File: src/rtl/if_stage.sv
// Instruction-fetch stage: pc register, next-pc selection and the IF/ID pipeline register.
// Optional performance counters (stall_cnt, redirect_cnt) are built when IF_STAGE_PERF_CNT_EN is defined.
module if_stage (
  input  logic        clk,
  input  logic        rst,
  input  logic        stall,
  input  logic        is_jump,
  input  logic [31:0] jump_pc,
  input  logic        branch_taken,
  input  logic [31:0] branch_pc,
  output logic [31:0] imem_addr,
  input  logic [31:0] imem_data,
  output logic [31:0] if_id_inst,
  output logic [31:0] if_id_pc4,
  output logic        if_id_valid
`ifdef IF_STAGE_PERF_CNT_EN
  ,
  output logic [15:0] stall_cnt,
  output logic [15:0] redirect_cnt
`endif
);

  typedef enum logic [1:0] {
    SelSeq,
    SelStall,
    SelJump,
    SelBranch
  } nextSel_e;

  logic [31:0] pcReg;
  logic [31:0] pcPlus4;
  nextSel_e    nextSel;
  logic        isRedirect;

  // 32-bit add drops the carry, so 0xFFFFFFFC rolls over to 0.
  assign pcPlus4   = pcReg + 32'd4;
  assign imem_addr = pcReg;

  // NOTE: every always_comb output gets a default first so no path can infer a latch.
  always_comb begin
    nextSel = SelSeq;
    if (branch_taken)  nextSel = SelBranch;
    else if (stall)    nextSel = SelStall;
    else if (is_jump)  nextSel = SelJump;
  end

  assign isRedirect = (nextSel == SelBranch) || (nextSel == SelJump);

  // NOTE: sequential state uses non-blocking assignments so all registers update from pre-edge values.
  always_ff @(posedge clk) begin
    if (rst) begin
      pcReg       <= 32'd0;
      if_id_inst  <= 32'd0;
      if_id_pc4   <= 32'd0;
      if_id_valid <= 1'b0;
    end else begin
      case (nextSel)
        SelBranch: begin
          pcReg       <= branch_pc;
          if_id_inst  <= 32'd0;
          if_id_pc4   <= 32'd0;
          if_id_valid <= 1'b0;
        end
        SelStall: begin
          // Hold everything; a held J in ID re-asserts is_jump next cycle.
          pcReg       <= pcReg;
          if_id_inst  <= if_id_inst;
          if_id_pc4   <= if_id_pc4;
          if_id_valid <= if_id_valid;
        end
        SelJump: begin
          pcReg       <= jump_pc;
          if_id_inst  <= 32'd0;
          if_id_pc4   <= 32'd0;
          if_id_valid <= 1'b0;
        end
        default: begin
          pcReg       <= pcPlus4;
          if_id_inst  <= imem_data;
          if_id_pc4   <= pcPlus4;
          if_id_valid <= 1'b1;
        end
      endcase
    end
  end

`ifdef IF_STAGE_PERF_CNT_EN
  // Saturating counters; a stall that coincides with a branch is counted as a redirect only.
  always_ff @(posedge clk) begin
    if (rst) begin
      stall_cnt    <= 16'd0;
      redirect_cnt <= 16'd0;
    end else begin
      if (nextSel == SelStall && stall_cnt != 16'hFFFF)
        stall_cnt <= stall_cnt + 16'd1;
      if (isRedirect && redirect_cnt != 16'hFFFF)
        redirect_cnt <= redirect_cnt + 16'd1;
    end
  end
`endif

endmodule

File: config.mk
export PLATFORM = sky130hd
export DESIGN_NAME = if_stage
export DESIGN_NICKNAME = d
export VERILOG_FILES = /design/src/rtl/if_stage.sv
export SDC_FILE = /design/constraint.sdc
export NUM_CORES = 1
export LEC_CHECK = 0
export CAP_MARGIN = 15
export CELL_PAD_IN_SITES_DETAIL_PLACEMENT = 0
export CELL_PAD_IN_SITES_GLOBAL_PLACEMENT = 1
export CORE_MARGIN = 4
export CORE_UTILIZATION = 33
export DETAILED_ROUTE_END_ITERATION = 6
export GPL_TIMING_DRIVEN = 0
export PLACE_DENSITY_LB_ADDON = 0.1
export SYNTH_ARGS = -nofsm -noshare
export SYNTH_HDL_FRONTEND = slang
export SYNTH_SLANG_ARGS = --single-unit
File: constraint.sdc
create_clock -name clk -period 3.1 [get_ports clk]
set_input_delay 0.31 -clock clk [delete_from_list [all_inputs] [get_ports clk]]
set_output_delay 0.31 -clock clk [all_outputs]
set_load 0.005 [all_outputs]
==> results.json <==
{
  "status": "completed",
  "setup_viol": 0,
  "dieHeight_um": 129,
  "powerDensity_nw_per_um2": 441,
  "first_iter_violations": 416,
  "maxCapViolCount": 0,
  "synth_area_um2": 4810,
  "cts.sinks": 97,
  "core-area_um2": 14100,
  "port_buffers": 195,
  "synth_top_area_share_pct": 40.3,
  "fin_nets": 925,
  "grt_pass1_wl_mm": 30.5,
  "tns_ns": 0,
  "fmax_mhz": 393,
  "synth_edf_count": 0,
  "min_to": "if_id_valid",
  "grt_pass1_vias": 5350,
  "cts_buffer_depth": 2,
  "drv_slew": 0,
  "finClkSkew_ns": 0.00691,
  "grt_start_max_net_pins": 17,
  "vias": 5452,
  "peakVddDrop_uv": 311,
  "min_period_ns": 2.54,
  "total_leakage_power_nw": 2.52,
  "cp.arrival_ns": 2.75,
  "dr.pass1.iters": 5,
  "grtUsageTotal_pct": 23.8,
  "overflow": 0,
  "rsz0062_at_grt": "false",
  "start_util_pct": 34.1,
  "worst-setup-path-type": "primary input to flip-flop",
  "avgSynthCellArea_um2": 7.80,
  "clkLatencyLatePin_ns": 0.35,
  "grt_antenna_before_repair": 0,
  "num_rows": 43,
  "synthCells": 617,
  "max_slew_margin_pct": 37.5,
  "synth_top_cells_by_count": "dfxtp_1 (97), nor2_1 (83), nand2_1 (65)",
  "via_per_inst": 5.41,
  "synth_cell_type_count": 62,
  "ys.flop_type": "dfxtp_1",
  "ys_ff_latch": 97,
  "antennaDiodeCount": 0,
  "hp-class": "flip-flop to flip-flop",
  "synth_area_leaders": "dfxtp_1 (40%), nor2_1 (6.5%), a22oi_1 (6.4%), nand2_1 (5.1%), a21oi_1 (5.0%)",
  "drive_gt1_share_pct": 4.95,
  "yosysSeqAreaShare_pct": 40.3,
  "r2r_end": "imem_addr[24]",
  "yosys.area.top_type": "dfxtp_1",
  "ios": 198,
  "required_ns": 3.31,
  "nFillCells": 1376,
  "cts_resized": 0,
  "post-cts-setup-buffers": 0,
  "r2r-start": "imem_addr[2]",
  "dp.final_hpwl_mm": 15.0,
  "hold_buffers": 0,
  "hold_viol": 0,
  "die_area_um2": 16600,
  "synth-async-reset-ratio_pct": 0,
  "p_total_mw": 3.24,
  "route.detailed.drc": 0,
  "drtAntennaViolNets": 0,
  "cp-start-kind": "primary input",
  "cp-end-kind": "flip-flop",
  "min_delay_path_depth": 2,
  "hp-start": "if_id_valid",
  "clk_pin_slew_ns": 0.07,
  "syn_nets": 719,
  "cts_made_buffers": 9,
  "h-tree-depth": 3,
  "critPathMaxFanout": 10,
  "timing.final.crit_share_pct": 82.0,
  "synthMostInstantiatedCell": "dfxtp_1",
  "r2r_cells": 7,
  "worst_slew_pin_slew_ns": 0.934,
  "place_congestion": 0.896,
  "avgRoutedWirePerCell_um": 20.0,
  "yosysWarnings": 0,
  "cts-root-buf": "clkbuf_16",
  "r2r_slack_ns": 0.74,
  "cts_tree": "built",
  "routed_wl_mm": 20.1,
  "chipWidth_um": 129,
  "synthToLayoutAreaGrowth_pct": 52.6
}
final cells by class:
cell class | instances | area [um2] | share of cell area, %
clock inverters | 6 | 115 | 1.57
flip-flops and latches | 97 | 1940 | 26.4
inverters | 7 | 26.3 | 0.358
plain buffers | 55 | 224 | 3.05
well taps | 180 | 225 | 3.07
clock buffers | 10 | 239 | 3.25
multi-input cells | 458 | 2620 | 35.7
repair buffers | 195 | 1950 | 26.6
routing by layer:
layer / GRT usage [%] / share of wire (%) / vias to the layer above
met1: 30.9 / 43 / 2560
met5: 0 / 0 / -
met3: 6.19 / 8.9 / 23
met4: 7.23 / 1.5 / 0
li1: - / - / 2637
met2: 39.0 / 47 / 232
through the flow:
| stage | hold slack, ns | instance area [um2] | worst slack, ns | utilization [%] | cells |
|---|---|---|---|---|---|
| final | 0.445 | 7340 | 0.558 | 52.1 | 1008 |
| after CTS | 0.450 | 7340 | 0.616 | 52.1 | 1008 |
| after floorplan | 0.442 | 4810 | 1.20 | - | 617 |
| after global routing | 0.459 | 7340 | 0.518 | 52.1 | 1008 |
| after detailed placement | 0.439 | 6990 | 0.248 | 49.6 | 992 |
| after global placement | 0.435 | 6990 | 0.281 | 49.6 | 992 |
worst max-delay path by stage:
stage	from	endpoint	slack (ns)	cells after the start
2_1_floorplan	imem_addr[2]	imem_addr[20]	1.20	7
3_3_place_gp	rst	if_id_inst[11]	0.28	5
3_5_place_dp	rst	if_id_inst[11]	0.25	5
4_1_cts	rst	if_id_inst[11]	0.62	5
5_1_grt	stall	if_id_inst[0]	0.52	7
6_report	rst	if_id_inst[11]	0.56	5
flip-flops by register name (all words and copies together), names as in the netlist:
name and count:
if_id_inst 32, if_id_valid 1, imem_addr 32, if_id_pc4 32
report_power, final:
group	leakage, nW	total [mW]	switching (mW)	internal, mW
clock	0.169	1.33	0.516	0.814
sequential	0.792	1.36	0.0587	1.30
combinational	1.56	0.552	0.261	0.291
critical path, cell delays in order:
cell	delay, ns
clkdlybuf4s50_1	0.70
clkbuf_1	0.44
clkbuf_1	0.56
clkbuf_1	0.60
nor2_1	0.12
cells in the final DEF (no fill, tap or decap), types with 9 or more instances in the layout:
cell and instances:
nand4_1 15, clkbuf_1 36, buf_2 11, nand2_1 65, a211oi_1 9, nor3_1 16, clkdlybuf4s50_1 195, o21ai_0 40
xnor2_1 17, a22oi_1 41, dfxtp_1 97, nand3_1 21, nor2_1 83, clkbuf_16 9, a21oi_1 48
cell families (layout without fill, tap and decap cells):
group / after synthesis / after routing / share of synthesized area (%)
xor+xnor: 20 / 20 / 3.64
flops: 97 / 97 / 40.3
compound gates: 172 / 172 / 22.7
fa+ha+maj: 1 / 1 / 0.260
mux: 5 / 5 / 1.04
simple gates: 260 / 260 / 26.9
buf+inv: 62 / 273 / 5.20
No activity file was read; power rests on OpenSTA's default activity.
